### config.mk
export PLATFORM = sky130hd
export DESIGN_NAME = pwm_ramp_ctrl
export DESIGN_NICKNAME = d
export VERILOG_FILES = /design/src/rtl/pwm_pkg.sv /design/src/rtl/pwm_step_timer.sv /design/src/rtl/pwm_ramp_ctrl.sv
export SDC_FILE = /design/constraint.sdc
export NUM_CORES = 1
export LEC_CHECK = 0
export BUFFER_PORTS_ARGS = -buffer_cell sky130_fd_sc_hd__buf_4
export CORE_MARGIN = 1.5
export CORE_UTILIZATION = 48
export CTS_BUF_LIST = sky130_fd_sc_hd__clkbuf_16
export DETAILED_ROUTE_END_ITERATION = 8
export HOLD_SLACK_MARGIN = 0.1
export PLACE_DENSITY = 0.74
export SETUP_SLACK_MARGIN = 0.15
export SYNTH_ARGS = -nofsm -noshare
export SYNTH_HDL_FRONTEND = slang
export SYNTH_SLANG_ARGS = --single-unit
### constraint.sdc
create_clock -name clk -period 2.5 [get_ports clk]
set_input_delay 0.25 -clock clk [delete_from_list [all_inputs] [get_ports clk]]
set_output_delay 0.25 -clock clk [all_outputs]
set_load 0.005 [all_outputs]
### src/rtl/pwm_pkg.sv
`default_nettype none
// +--------------------------------------------------------------------------+
// | Module      : pwm_pkg                                                    |
// | Description : Shared PWM definitions: default period/duty width used by |
// |               both the PWM generator and the duty controller, the ramp  |
// |               state type, and duty arithmetic helpers (clamp, saturating|
// |               button step, one-step-toward-target).                     |
// | Revision    : 1.0 - initial release                                      |
// +--------------------------------------------------------------------------+
package pwm_pkg;

  localparam int PWM_PERIOD = 10;
  localparam int PWM_DUTY_W = 4;

  typedef enum logic [0:0] {
    IDLE = 1'b0,
    RAMP = 1'b1
  } ramp_state_t;

  // Limit a requested duty to the PWM period.
  function automatic logic [31:0] clamp_duty(input logic [31:0] val,
                                             input logic [31:0] max_val);
    return (val > max_val) ? max_val : val;
  endfunction

  // Saturating +1 / -1 used by the push-button path; never wraps.
  function automatic logic [31:0] sat_step(input logic [31:0] val,
                                           input logic        up,
                                           input logic [31:0] max_val);
    logic [31:0] res;
    res = val;
    if (up) begin
      if (val < max_val) res = val + 32'd1;
    end else begin
      if (val != 32'd0) res = val - 32'd1;
    end
    return res;
  endfunction

  // Move one count from cur toward tgt (no move when equal).
  function automatic logic [31:0] step_toward(input logic [31:0] cur,
                                              input logic [31:0] tgt);
    logic [31:0] res;
    res = cur;
    if (cur < tgt)      res = cur + 32'd1;
    else if (cur > tgt) res = cur - 32'd1;
    return res;
  endfunction

endpackage : pwm_pkg
`default_nettype wire

### src/rtl/pwm_step_timer.sv
`default_nettype none
// +--------------------------------------------------------------------------+
// | Module      : pwm_step_timer                                             |
// | Description : Divides PWM period wraps by RAMP_DIV and emits a one-cycle |
// |               combinational step strobe on the wrap that completes a    |
// |               ramp interval. Only built with PWM_RAMP_CTRL_SOFT_EN.     |
// | Ports       : clk, rst_n   - clock, async active-low reset               |
// |               clear        - hold the divider at zero                    |
// |               cnt_en       - allow period_wrap to be counted             |
// |               period_wrap  - PWM counter wrap pulse                      |
// |               step         - ramp step strobe                            |
// | Revision    : 1.0 - initial release                                      |
// +--------------------------------------------------------------------------+
`ifdef PWM_RAMP_CTRL_SOFT_EN
module pwm_step_timer #(
  parameter int RAMP_DIV = 4
) (
  input  logic clk,
  input  logic rst_n,
  input  logic clear,
  input  logic cnt_en,
  input  logic period_wrap,
  output logic step
);

  localparam int CNT_W = (RAMP_DIV > 1) ? $clog2(RAMP_DIV) : 1;
  localparam logic [CNT_W-1:0] CNT_LAST = CNT_W'(RAMP_DIV - 1);

  logic [CNT_W-1:0] wrap_cnt;
  logic             last_wrap;

  assign last_wrap = (wrap_cnt == CNT_LAST);
  assign step      = ~clear & cnt_en & period_wrap & last_wrap;

  always_ff @(posedge clk or negedge rst_n) begin
    if (!rst_n) begin
      wrap_cnt <= '0;
    end else if (clear) begin
      wrap_cnt <= '0;
    end else if (cnt_en && period_wrap) begin
      wrap_cnt <= last_wrap ? '0 : wrap_cnt + 1'b1;
    end
  end

endmodule : pwm_step_timer
`endif
`default_nettype wire

### src/rtl/pwm_ramp_ctrl.sv
`default_nettype none
// +--------------------------------------------------------------------------+
// | Module      : pwm_ramp_ctrl                                              |
// | Description : Owns the PWM duty setpoint. Arbitrates host commands       |
// |               (valid/ready) and debounced +/- buttons into a target,    |
// |               then moves the applied duty toward it only on PWM period  |
// |               boundaries.                                               |
// | Macro       : PWM_RAMP_CTRL_SOFT_EN - defined: one step every RAMP_DIV  |
// |               periods; undefined: jump to target on the first wrap.     |
// | Ports       : clk, rst_n   - clock, async active-low reset               |
// |               ena          - block enable (low freezes all state)        |
// |               period_wrap  - PWM counter wrap pulse                      |
// |               inc_pulse, dec_pulse - button events                       |
// |               cmd_valid, cmd_duty, cmd_ready - host command port         |
// |               duty, duty_upd - applied duty and its update strobe        |
// |               busy         - duty differs from target                    |
// | Revision    : 1.0 - initial release                                      |
// +--------------------------------------------------------------------------+
module pwm_ramp_ctrl
  import pwm_pkg::*;
#(
  parameter int PERIOD    = PWM_PERIOD,
  parameter int DUTY_W    = PWM_DUTY_W,
  parameter int RAMP_DIV  = 4,
  parameter int DUTY_INIT = 5
) (
  input  logic              clk,
  input  logic              rst_n,
  input  logic              ena,
  input  logic              period_wrap,
  input  logic              inc_pulse,
  input  logic              dec_pulse,
  input  logic              cmd_valid,
  input  logic [DUTY_W-1:0] cmd_duty,
  output logic              cmd_ready,
  output logic [DUTY_W-1:0] duty,
  output logic              duty_upd,
  output logic              busy
);

  if ((2 ** DUTY_W) <= PERIOD || RAMP_DIV < 1 || DUTY_INIT > PERIOD) begin : g_param_check
    $error("pwm_ramp_ctrl: illegal PERIOD/DUTY_W/RAMP_DIV/DUTY_INIT combination");
  end

  ramp_state_t       state;
  logic [DUTY_W-1:0] target;

  logic              ramp_active;
  logic              accept;
  logic              btn_inc;
  logic              btn_dec;
  logic              step;
  logic [DUTY_W-1:0] cmd_target;
  logic [DUTY_W-1:0] btn_target;
  logic [DUTY_W-1:0] step_duty;
  logic [DUTY_W-1:0] next_duty;

  assign ramp_active = (state == RAMP);
  assign busy        = ramp_active;
  // Gated with rst_n so the host sees "not ready" for the whole reset.
  assign cmd_ready   = rst_n & ena & ~ramp_active;
  assign accept      = cmd_valid & cmd_ready;

  // Simultaneous +/- cancel; a host acceptance drops buttons in that cycle.
  assign btn_inc = ena & inc_pulse & ~dec_pulse & ~accept;
  assign btn_dec = ena & dec_pulse & ~inc_pulse & ~accept;

  assign cmd_target = DUTY_W'(clamp_duty(32'(cmd_duty), 32'(PERIOD)));

  always_comb begin
    btn_target = target;
    if (btn_inc)
      btn_target = DUTY_W'(sat_step(32'(target), 1'b1, 32'(PERIOD)));
    else if (btn_dec)
      btn_target = DUTY_W'(sat_step(32'(target), 1'b0, 32'(PERIOD)));
  end

`ifdef PWM_RAMP_CTRL_SOFT_EN
  // Divider sits at zero in IDLE so every ramp starts a fresh interval.
  pwm_step_timer #(
    .RAMP_DIV (RAMP_DIV)
  ) u_step_timer (
    .clk         (clk),
    .rst_n       (rst_n),
    .clear       (~ramp_active),
    .cnt_en      (ena),
    .period_wrap (period_wrap),
    .step        (step)
  );

  assign step_duty = DUTY_W'(step_toward(32'(duty), 32'(target)));
`else
  assign step      = ena & ramp_active & period_wrap;
  assign step_duty = target;
`endif

  assign next_duty = step ? step_duty : duty;

  always_ff @(posedge clk or negedge rst_n) begin
    if (!rst_n) begin
      state    <= IDLE;
      target   <= DUTY_W'(DUTY_INIT);
      duty     <= DUTY_W'(DUTY_INIT);
      duty_upd <= 1'b0;
    end else begin
      duty_upd <= 1'b0;
      if (ena) begin
        case (state)
          IDLE: begin
            if (accept) begin
              target <= cmd_target;
              if (cmd_target != duty) state <= RAMP;
            end else if (btn_inc || btn_dec) begin
              target <= btn_target;
              if (btn_target != duty) state <= RAMP;
            end
          end
          RAMP: begin
            target <= btn_target;
            if (step) begin
              duty     <= step_duty;
              duty_upd <= 1'b1;
            end
            // Covers both the final step and a button pulling target
            // back onto the applied duty.
            if (next_duty == btn_target) state <= IDLE;
          end
          default: state <= IDLE;
        endcase
      end
    end
  end

endmodule : pwm_ramp_ctrl
`default_nettype wire

After elaboration in Yosys (flattened, before gate mapping)

Index checks and enable logic that the tools add are counted.

Bits in latches: 0
Memories kept: 0
Output and inout port bits: 7
Input port bits: 11
ROM bits: 0
Flip-flop bits (word level): 10
Word-level logic and storage cells: 49
RAM bits: 0

Add/subtract/negate cells: 2
Shift-type cells: 0
Bitwise operators: 15
$lt $le $gt $ge: 2
Reduce and logical (&&, ||, !) cells: 4
Muxes and demuxes: 18
Equality and inequality tests: 4
Div/mod/pow operators: 0
Multipliers: 0

Operators with widths:

| kind                                                                    | count |
|---|---|
| 4-bit 2-to-1 mux                                                        | 8 |
| 1-bit bitwise AND                                                       | 11 |
| 1-bit 2-to-1 mux                                                        | 8 |
| 4-bit inequality test                                                   | 2 |
| 4-bit case mux with 2 select lines                                      | 1 |
| 4-bit by 1-bit adder with 4-bit output, second input constant           | 1 |
| 4-bit equality test                                                     | 1 |
| 4-bit greater-than comparator, second input constant                    | 1 |
| 4-bit < comparator, second input constant                               | 1 |
| 1-bit inverter                                                          | 4 |
| 2-bit AND reduction                                                     | 2 |
| 4-bit nonzero test                                                      | 1 |
| 4-bit by 1-bit subtractor with 4-bit output, second input constant      | 1 |
| 3-bit by 2-bit inequality test with 1-bit output, second input constant | 1 |
| 1-bit case mux with 2 select lines                                      | 1 |
| 1-bit logical OR                                                        | 1 |

Logic depth before layout (Yosys ltp)

Gate-level depths: netlist of the first run.

Word-level depth: 12
Gate-level depth with buffers: 9

Least setup slack after synthesis of the first run

No wires, ideal clock.

Path kind: register -> register
Start point: register target[2] (netlist: step_duty[2])
End point: register state (netlist: busy)
Stages on the path, launching flop included: 8
Setup slack: 0.154 ns
Library setup time: 0.139 ns
Data arrival time: 2.207 ns
Path through: dfstp_2 -> buf_6 -> or4_1 -> or3b_1 -> a22o_1 -> xor2_1 -> o2bb2ai_1 -> or4_1

Word-level cells in the longest chain between the ends: 9

Ends and longest elaborated chain:

| item                                                                              | RTL line             | source |
|---|---|---|
| start, declared                                                                   | pwm_ramp_ctrl.sv:46  | `logic [DUTY_W-1:0] target;` |
| start signal, assigned                                                            | pwm_ramp_ctrl.sv:102 | `target <= DUTY_W'(DUTY_INIT);` |
| start signal, assigned                                                            | pwm_ramp_ctrl.sv:111 | `target <= cmd_target;` |
| start signal, assigned                                                            | pwm_ramp_ctrl.sv:114 | `target <= btn_target;` |
| 4-bit by 1-bit subtractor with 4-bit output or 4-bit nonzero test (tied branches) | pwm_pkg.sv:35        | `if (val != 32'd0) res = val - 32'd1;` |
| 4-bit 2-to-1 mux                                                                  | pwm_pkg.sv:35        |  |
| 4-bit 2-to-1 mux                                                                  | pwm_ramp_ctrl.sv:74  | `else if (btn_dec)` |
| 4-bit 2-to-1 mux                                                                  | pwm_ramp_ctrl.sv:72  | `if (btn_inc)` |
| 4-bit inequality test                                                             | pwm_ramp_ctrl.sv:115 | `if (btn_target != duty) state <= RAMP;` |
| 1-bit 2-to-1 mux                                                                  | pwm_ramp_ctrl.sv:115 |  |
| 1-bit 2-to-1 mux                                                                  | pwm_ramp_ctrl.sv:113 | `end else if (btn_inc \|\| btn_dec) begin` |
| 1-bit 2-to-1 mux                                                                  | pwm_ramp_ctrl.sv:110 | `if (accept) begin` |
| 1-bit case mux with 2 select lines *                                              | pwm_ramp_ctrl.sv:108 | `case (state)` |
| end signal, assigned                                                              | pwm_ramp_ctrl.sv:112 | `if (cmd_target != duty) state <= RAMP;` |
| end signal, assigned                                                              | pwm_ramp_ctrl.sv:115 |  |
| end signal, assigned                                                              | pwm_ramp_ctrl.sv:126 | `if (next_duty == btn_target) state <= IDLE;` |
| end, declared                                                                     | pwm_ramp_ctrl.sv:45  | `ramp_state_t state;` |

Every way passes the cells marked *; elsewhere a longest branch is shown, timed or not.
A chain may end at the register's enable or synchronous reset.

Worst setup path after layout of the first run

Start point: register target[1] (netlist: step_duty[1])
End point: register state (netlist: busy)

Same word-level chain as after synthesis.

==> results.sh, run 1 <==
export IMPL_outcome="finished, final reports clean"
export IMPL_leakage_nw=0.536
export IMPL_grt_pass1_wl_um=4050
export IMPL_grt_busiest_layer="met2"
export IMPL_fin_worst_skew_ns=0.00251
export IMPL_first_iter_violations=59
export IMPL_root_buffer="clkbuf_16"
export IMPL_slew_viol_final=0
export IMPL_std_cell_rows=15
export IMPL_cts_max_path_buffers=2
export IMPL_rsz0062_at_grt="yes"
export IMPL_initial_core_util_pct=52.1
export IMPL_crit_fanout=3
export IMPL_cts_sinks=10
export IMPL_die_y_um=46.5
export IMPL_powerDensity_mw_per_mm2=1130
export IMPL_yosysUniqueCellTypes=42
export IMPL_io_buffer_count=17
export IMPL_drc=0
export IMPL_fin_crit_ns=2.43
export IMPL_seqCellArea_um2=255
export IMPL_finalSetupViolCount=0
export IMPL_wl_per_cell_um=15.7
export IMPL_antenna_found_initial=0
export IMPL_yosys_warnings=0
export IMPL_critPathKind="register to register"
export IMPL_fin_ws_ns=0.0706
export IMPL_crit_chain="or4_4 > or3b_1 > a22o_4 > xor2_1 > o2bb2ai_1 > or4_1"
export IMPL_fp_dieArea_mm2=0.00217
export IMPL_grt_start_max_net_pins=12
export IMPL_drv_cap=0
export IMPL_pin_count=18
export IMPL_r2r_end="busy"
export IMPL_met2_usage_pct=41.7
export IMPL_syn_avg_cell_area_um2=8.12
export IMPL_hold_class="input pin to register"
export IMPL_finalPower_mw=1.40
export IMPL_routed_via_density=5.84
export IMPL_critPathSlowestCell="or4_4"
export IMPL_multi_input_comb_area_um2=646
export IMPL_crit_path_end_kind="register"
export IMPL_nNetsFinal=154
export IMPL_syn_to_final_growth_pct=36.2
export IMPL_cp_arrival_ns=2.53
export IMPL_firstDrtPassIters=4
export IMPL_setup_tns_ns=0
export IMPL_final_common_cell="buf_4"
export IMPL_diodes=0
export IMPL_grt_overflow=0
export IMPL_setup_worst_path_start_class="register"
export IMPL_place_ws_ns=0.0173
export IMPL_ys_seq_area_share_pct=28.1
export IMPL_yosys_register_bits=10
export IMPL_fill_cells=140
export IMPL_synth_fp_nets=125
export IMPL_irDropWorstVdd_mv=0.766
export IMPL_clock_latency_ns=0.24
export IMPL_tightest_slew_ns=0.367
export IMPL_reg2reg_slack_ns=0.07
export IMPL_path_clk_slew_ns=0.04
export IMPL_min_from="cmd_duty[3]"
export IMPL_htreeDepth=1
export IMPL_gp_congestion=0.884
export IMPL_relSlewSlack_pct=75.6
export IMPL_num_vias=957
export IMPL_grt_pass1_vias=842
export IMPL_place_hpwl_um=1900
export IMPL_whs_path_depth=3
export IMPL_cts_tree="yes"
export IMPL_syn_area_um2=910
export IMPL_cpPeakStageDelay_ns=0.53
export IMPL_coreArea_mm2=0.00175
export IMPL_reg2reg_depth=6
export IMPL_synth_cells=112
export IMPL_finalHoldViolations=0
export IMPL_use_met3_pct=6.27
export IMPL_layout_drive_gt1_share_pct=29.5
export IMPL_cp_required_ns=2.60
export IMPL_grt_usage_pct=27.2
export IMPL_min_to="step_duty[3]"
export IMPL_final_util_pct=71.0
export IMPL_final_cell_mix="buf_4, nand2_1, o21ai_0"
export IMPL_clock_fmax_mhz=412
export IMPL_post_route_period_util_pct=97.2
export IMPL_final_antenna_net_count=0
export IMPL_reg2reg_from="step_duty[1]"
export IMPL_gr_usage_met1_pct=37.6
export IMPL_finalWirelength_um=2570
export IMPL_die_w_um=46.5
export IMPL_cts_buffers_inserted=3
==> critical path: cells and delay by family, from the launching register on <==
| kind | cells | cell delay [ns] |
|---|---|---|
| and+or+nand+nor | 3 | 1.38 |
| DFF | 1 | 0.39 |
| AOI/OAI and AO/OA | 2 | 0.37 |
| xor gates and xnor gates | 1 | 0.14 |
==> timing repair <==
action / CTS / global route
endpoints found under the setup margin: 1 / 1
endpoints found under the hold margin: 6 / 0
setup buffers: 3 / 0
hold buffers: 1 / 0
pin swaps: 1 / 1
gates resized for setup: 3 / 2
==> worst max-delay path by stage <==
stage	cells after the start	end	slack, ns	from
after detailed placement	8	busy	0.02	inc_pulse
after CTS	6	busy	0.08	step_duty[0]
after floorplan	7	busy	0.15	step_duty[2]
after global placement	8	busy	0.03	inc_pulse
after global routing	9	busy	0.04	step_duty[0]
final	6	busy	0.07	step_duty[1]
==> report_power, final <==
group	internal [mW]	leakage (nW)	total, mW	switching, mW
combinational	0.415	0.387	0.770	0.355
sequential	0.249	0.112	0.347	0.0980
clock	0.208	0.0370	0.284	0.0766
==> routing by layer <==
metal	share of wire, %	up-vias
met1	42	439
met5	0	-
li1	-	460
met3	9.5	2
met2	48	56
met4	0.43	0
==> cell families (layout without fill, tap and decap cells) <==
kind of cell,after synthesis,count (layout),synth area share [%]
buffers and inverters,9,36,4.54
adders and majority gates,2,2,2.75
muxes,2,2,2.34
and+or+nand+nor,50,50,32.1
AOI/OAI and AO/OA,29,29,20.6
DFF,10,10,28.1
xor gates and xnor gates,10,10,9.63
==> Yosys cell counts <==
| master | instances | area share, % |
|---|---|---|
| inv_1 | 5 | 2.1 |
| or3_1 | 1 | 0.69 |
| and3_1 | 1 | 0.69 |
| nor3b_1 | 1 | 0.83 |
| o21a_1 | 1 | 0.83 |
| a21o_1 | 2 | 1.7 |
| o2111a_1 | 1 | 1.2 |
| or4b_1 | 1 | 1.1 |
| mux2_2 | 1 | 1.2 |
| a22o_1 | 2 | 1.9 |
| nor4bb_1 | 1 | 1.1 |
| nor2_1 | 8 | 3.3 |
| a221oi_1 | 1 | 0.96 |
| or4_1 | 2 | 1.7 |
| dfrtp_1 | 6 | 17 |
| xnor2_1 | 5 | 4.8 |
| a21oi_1 | 6 | 3.3 |
| nand2b_4 | 1 | 1.5 |
| o31ai_1 | 2 | 1.7 |
| nand2_1 | 11 | 4.5 |
| o21ai_1 | 1 | 0.55 |
| and2b_1 | 1 | 0.83 |
| buf_6 | 1 | 1.2 |
| nand2b_1 | 2 | 1.4 |
| xor2_1 | 5 | 4.8 |
| nand3b_1 | 5 | 4.1 |
| nor4_1 | 1 | 0.69 |
| a311o_1 | 1 | 1.1 |
| dfstp_2 | 4 | 12 |
| clkbuf_1 | 3 | 1.2 |
| ha_1 | 2 | 2.8 |
| and3b_1 | 1 | 0.96 |
| nand4_1 | 3 | 2.1 |
| nor2b_1 | 2 | 1.4 |
| mux2i_1 | 1 | 1.1 |
| and2_1 | 3 | 2.1 |
| o21ai_0 | 10 | 5.5 |
| nand3_1 | 2 | 1.1 |
| nor3_1 | 2 | 1.1 |
| or3b_1 | 1 | 0.96 |
| o2111ai_1 | 1 | 0.96 |
| o2bb2ai_1 | 1 | 0.96 |
==> flip-flops by register name (all words and copies together), names as in the netlist <==
name	cells
duty	4
duty_upd	1
step_duty	4
busy	1
==> metrics by stage <==
stage	std cells	instance area [µm²]	hold WS [ns]
6_report	164	1240	0.303
3_5_place_dp	157	1100	0.0472
2_1_floorplan	112	910	-0.0456
5_1_grt	164	1240	0.323
4_1_cts	164	1220	0.306
3_3_place_gp	157	1100	0.0452
==> cell type report <==
type / count / area share (%)
Clock buffer: 3 / 6.06
Sequential cell: 10 / 20.6
Inverter: 5 / 1.52
Tap cell: 25 / 2.53
Multi-Input combinational cell: 93 / 52.1
Timing Repair Buffer: 28 / 17.2
(Power assumes the default switching activity.)
==> inputs of run 2 (changes only) <==
==> constraint.sdc (replaced) <==
create_clock -name clk -period 2.2 [get_ports clk]
set_input_delay 0.22 -clock clk [delete_from_list [all_inputs] [get_ports clk]]
set_output_delay 0.22 -clock clk [all_outputs]
set_load 0.005 [all_outputs]
==> run 2 against run 1 <==
Net effect: the flow now finishes with violations (negative setup slack); global-route usage increased by 4.0 points; power grew 21%; sequential share of layout area fell by 1.5 points; sequential power is 13% higher; non-clock buffer count up 13; clock skew increased by 0.0029 ns; critical endpoint unchanged; highest routed layer unchanged.
==> results.sh, run 2 (synthesized netlist as in run 1, its figures left out) <==
export IMPL_outcome="complete, but fails checks"
export IMPL_violations="negative setup slack"
export IMPL_first_iter_violations=34
export IMPL_diodes=0
export IMPL_final_cell_mix="buf_4, nand2_1, o21ai_0"
export IMPL_post_route_period_util_pct=111
export IMPL_cpPeakStageDelay_ns=0.53
export IMPL_maxUsedRoutingLayer="met4"
export IMPL_cp_num_buf_inv=0
export IMPL_grt_usage_pct=31.2
export IMPL_final_common_cell="buf_4"
export IMPL_fp_dieArea_mm2=0.00217
export IMPL_coreArea_mm2=0.00175
export IMPL_finalWirelength_um=3040
export IMPL_multi_input_comb_area_um2=644
export IMPL_irDropWorstVdd_mv=0.913
export IMPL_grt_start_max_net_pins=11
export IMPL_grt_pass1_wl_um=4460
export IMPL_critPathKind="register to register"
export IMPL_finalPower_mw=1.69
export IMPL_pwr_share_seq_pct=23.2
export IMPL_grt_pass1_vias=912
export IMPL_drv_cap=0
export IMPL_crit_path_end_kind="register"
export IMPL_place_hpwl_um=2180
export IMPL_cp_arrival_ns=2.55
export IMPL_clock_fmax_mhz=408
export IMPL_critPathTopFamily="simple AND/OR/NAND/NOR gates"
export IMPL_layout_drive_gt1_share_pct=35.5
export IMPL_wl_per_cell_um=17.2
export IMPL_initial_core_util_pct=52.1
export IMPL_firstDrtPassIters=4
export IMPL_critPathSlowestCell="or4_4"
export IMPL_antenna_found_initial=0
export IMPL_gp_congestion=1.03
export IMPL_pin_count=18
export IMPL_cp_required_ns=2.30
export IMPL_setup_tns_ns=-0.250
export IMPL_crit_fanout=4
export IMPL_path_clk_slew_ns=0.04
export IMPL_slew_viol_final=0
export IMPL_std_cell_rows=15
export IMPL_clockPowerShare_pct=18.8
export IMPL_setup_worst_path_start_class="register"
export IMPL_fin_worst_skew_ns=0.00545
export IMPL_cts_sinks=10
export IMPL_crit_chain="or4_4 > or3b_1 > a22o_4 > xor2_1 > o2bb2ai_1 > or4_1"
export IMPL_rsz0062_at_grt="yes"
export IMPL_die_y_um=46.5
export IMPL_hold_class="input pin to register"
export IMPL_grt_overflow=0
export IMPL_die_w_um=46.5
export IMPL_fill_cells=128
export IMPL_leakage_nw=0.609
export IMPL_p_switching_mw=0.642
export IMPL_comb_power_share_pct=58.0
export IMPL_final_util_pct=76.5
export IMPL_htreeDepth=1
export IMPL_powerDensity_mw_per_mm2=1270
export IMPL_seqCellArea_um2=255
export IMPL_relSlewSlack_pct=71.6
export IMPL_finalSetupViolCount=1
export IMPL_routed_via_density=5.88
export IMPL_wl_met1_um=1290
export IMPL_cts_tree="yes"
export IMPL_fin_crit_ns=2.45
export IMPL_tightest_slew_ns=0.427
export IMPL_cts_max_path_buffers=2
export IMPL_cts_buffers_inserted=3
export IMPL_fin_ws_ns=-0.250
export IMPL_root_buffer="clkbuf_16"
export IMPL_swShare_pct=37.9
export IMPL_clock_latency_ns=0.24
export IMPL_wl_met2_um=1490
export IMPL_drc=0
export IMPL_wl_met3_um=190
export IMPL_intPower_mw=1.05
export IMPL_syn_to_final_growth_pct=46.8
export IMPL_nNetsFinal=167
export IMPL_num_vias=1040
export IMPL_finalHoldViolations=0
export IMPL_io_buffer_count=17
export IMPL_final_antenna_net_count=0
## run 2: cell types whose count changed in the layout (fill, tap and decap cells not counted), sizes merged
cell,previous run,this run
buf,27,40
## run 2: path summary, 6_finish.rpt
| check | start | endpoint | slack [ns] | cells after the start |
|---|---|---|---|---|
| max in group asynchronous | rst_n | duty[0] | 1.30 | 3 |
| max reg2reg | step_duty[0] | busy | -0.25 | 6 |
| min in group asynchronous | rst_n | step_duty[3] | 0.43 | 2 |
| min | cmd_duty[3] | step_duty[3] | 0.29 | 3 |
| max | step_duty[0] | busy | -0.25 | 6 |
| min reg2reg | duty[0] | duty[0] | 0.52 | 2 |
## run 2: worst min-delay path, stage by stage
cell and delay [ns]:
buf_4 0.12, nor2_1 0.05, nor2_1 0.09
## run 2: final cells by class
class	instances	area share, %
inverter	5	1.41
multi-input combinational	93	48.3
tap	25	2.34
timing repair buffer	41	23.2
clock buffer	3	5.62
sequential	10	19.1
## run 2: power groups by stage
stage          Clock, mW  Sequential, mW  Combinational [mW]
2_1_floorplan          0           0.372               0.524
3_3_place_gp           0           0.377               0.861
3_5_place_dp           0           0.385               0.883
4_1_cts            0.318           0.385               0.938
5_1_grt            0.328           0.396                1.06
6_report           0.319           0.393               0.984
## run 2: metal layers
layer  track usage [%]  vias to the layer above
met5                 0                        -
met4              12.0                        0
met3              6.27                        8
met2              53.1                       36
met1              38.2                      510
li1                  -                      486
## run 2: metrics by stage
step	cells	area (µm²)	hold WS [ns]	setup WS, ns
after global routing	177	1340	0.310	-0.306
after detailed placement	171	1200	0.0408	-0.241
final	177	1340	0.291	-0.250
after floorplan	112	910	-0.0756	-0.146
after CTS	177	1320	0.292	-0.221
after global placement	171	1200	0.0409	-0.240
## run 2: timing repair
action / 4_1_cts / 5_1_grt
buffers inserted: 2 / 0
pin swaps: 3 / 0
endpoints found under the hold margin: 8 / 0
setup endpoints to repair: 1 / 3
resized for setup: 3 / 3
hold buffers: 1 / 0
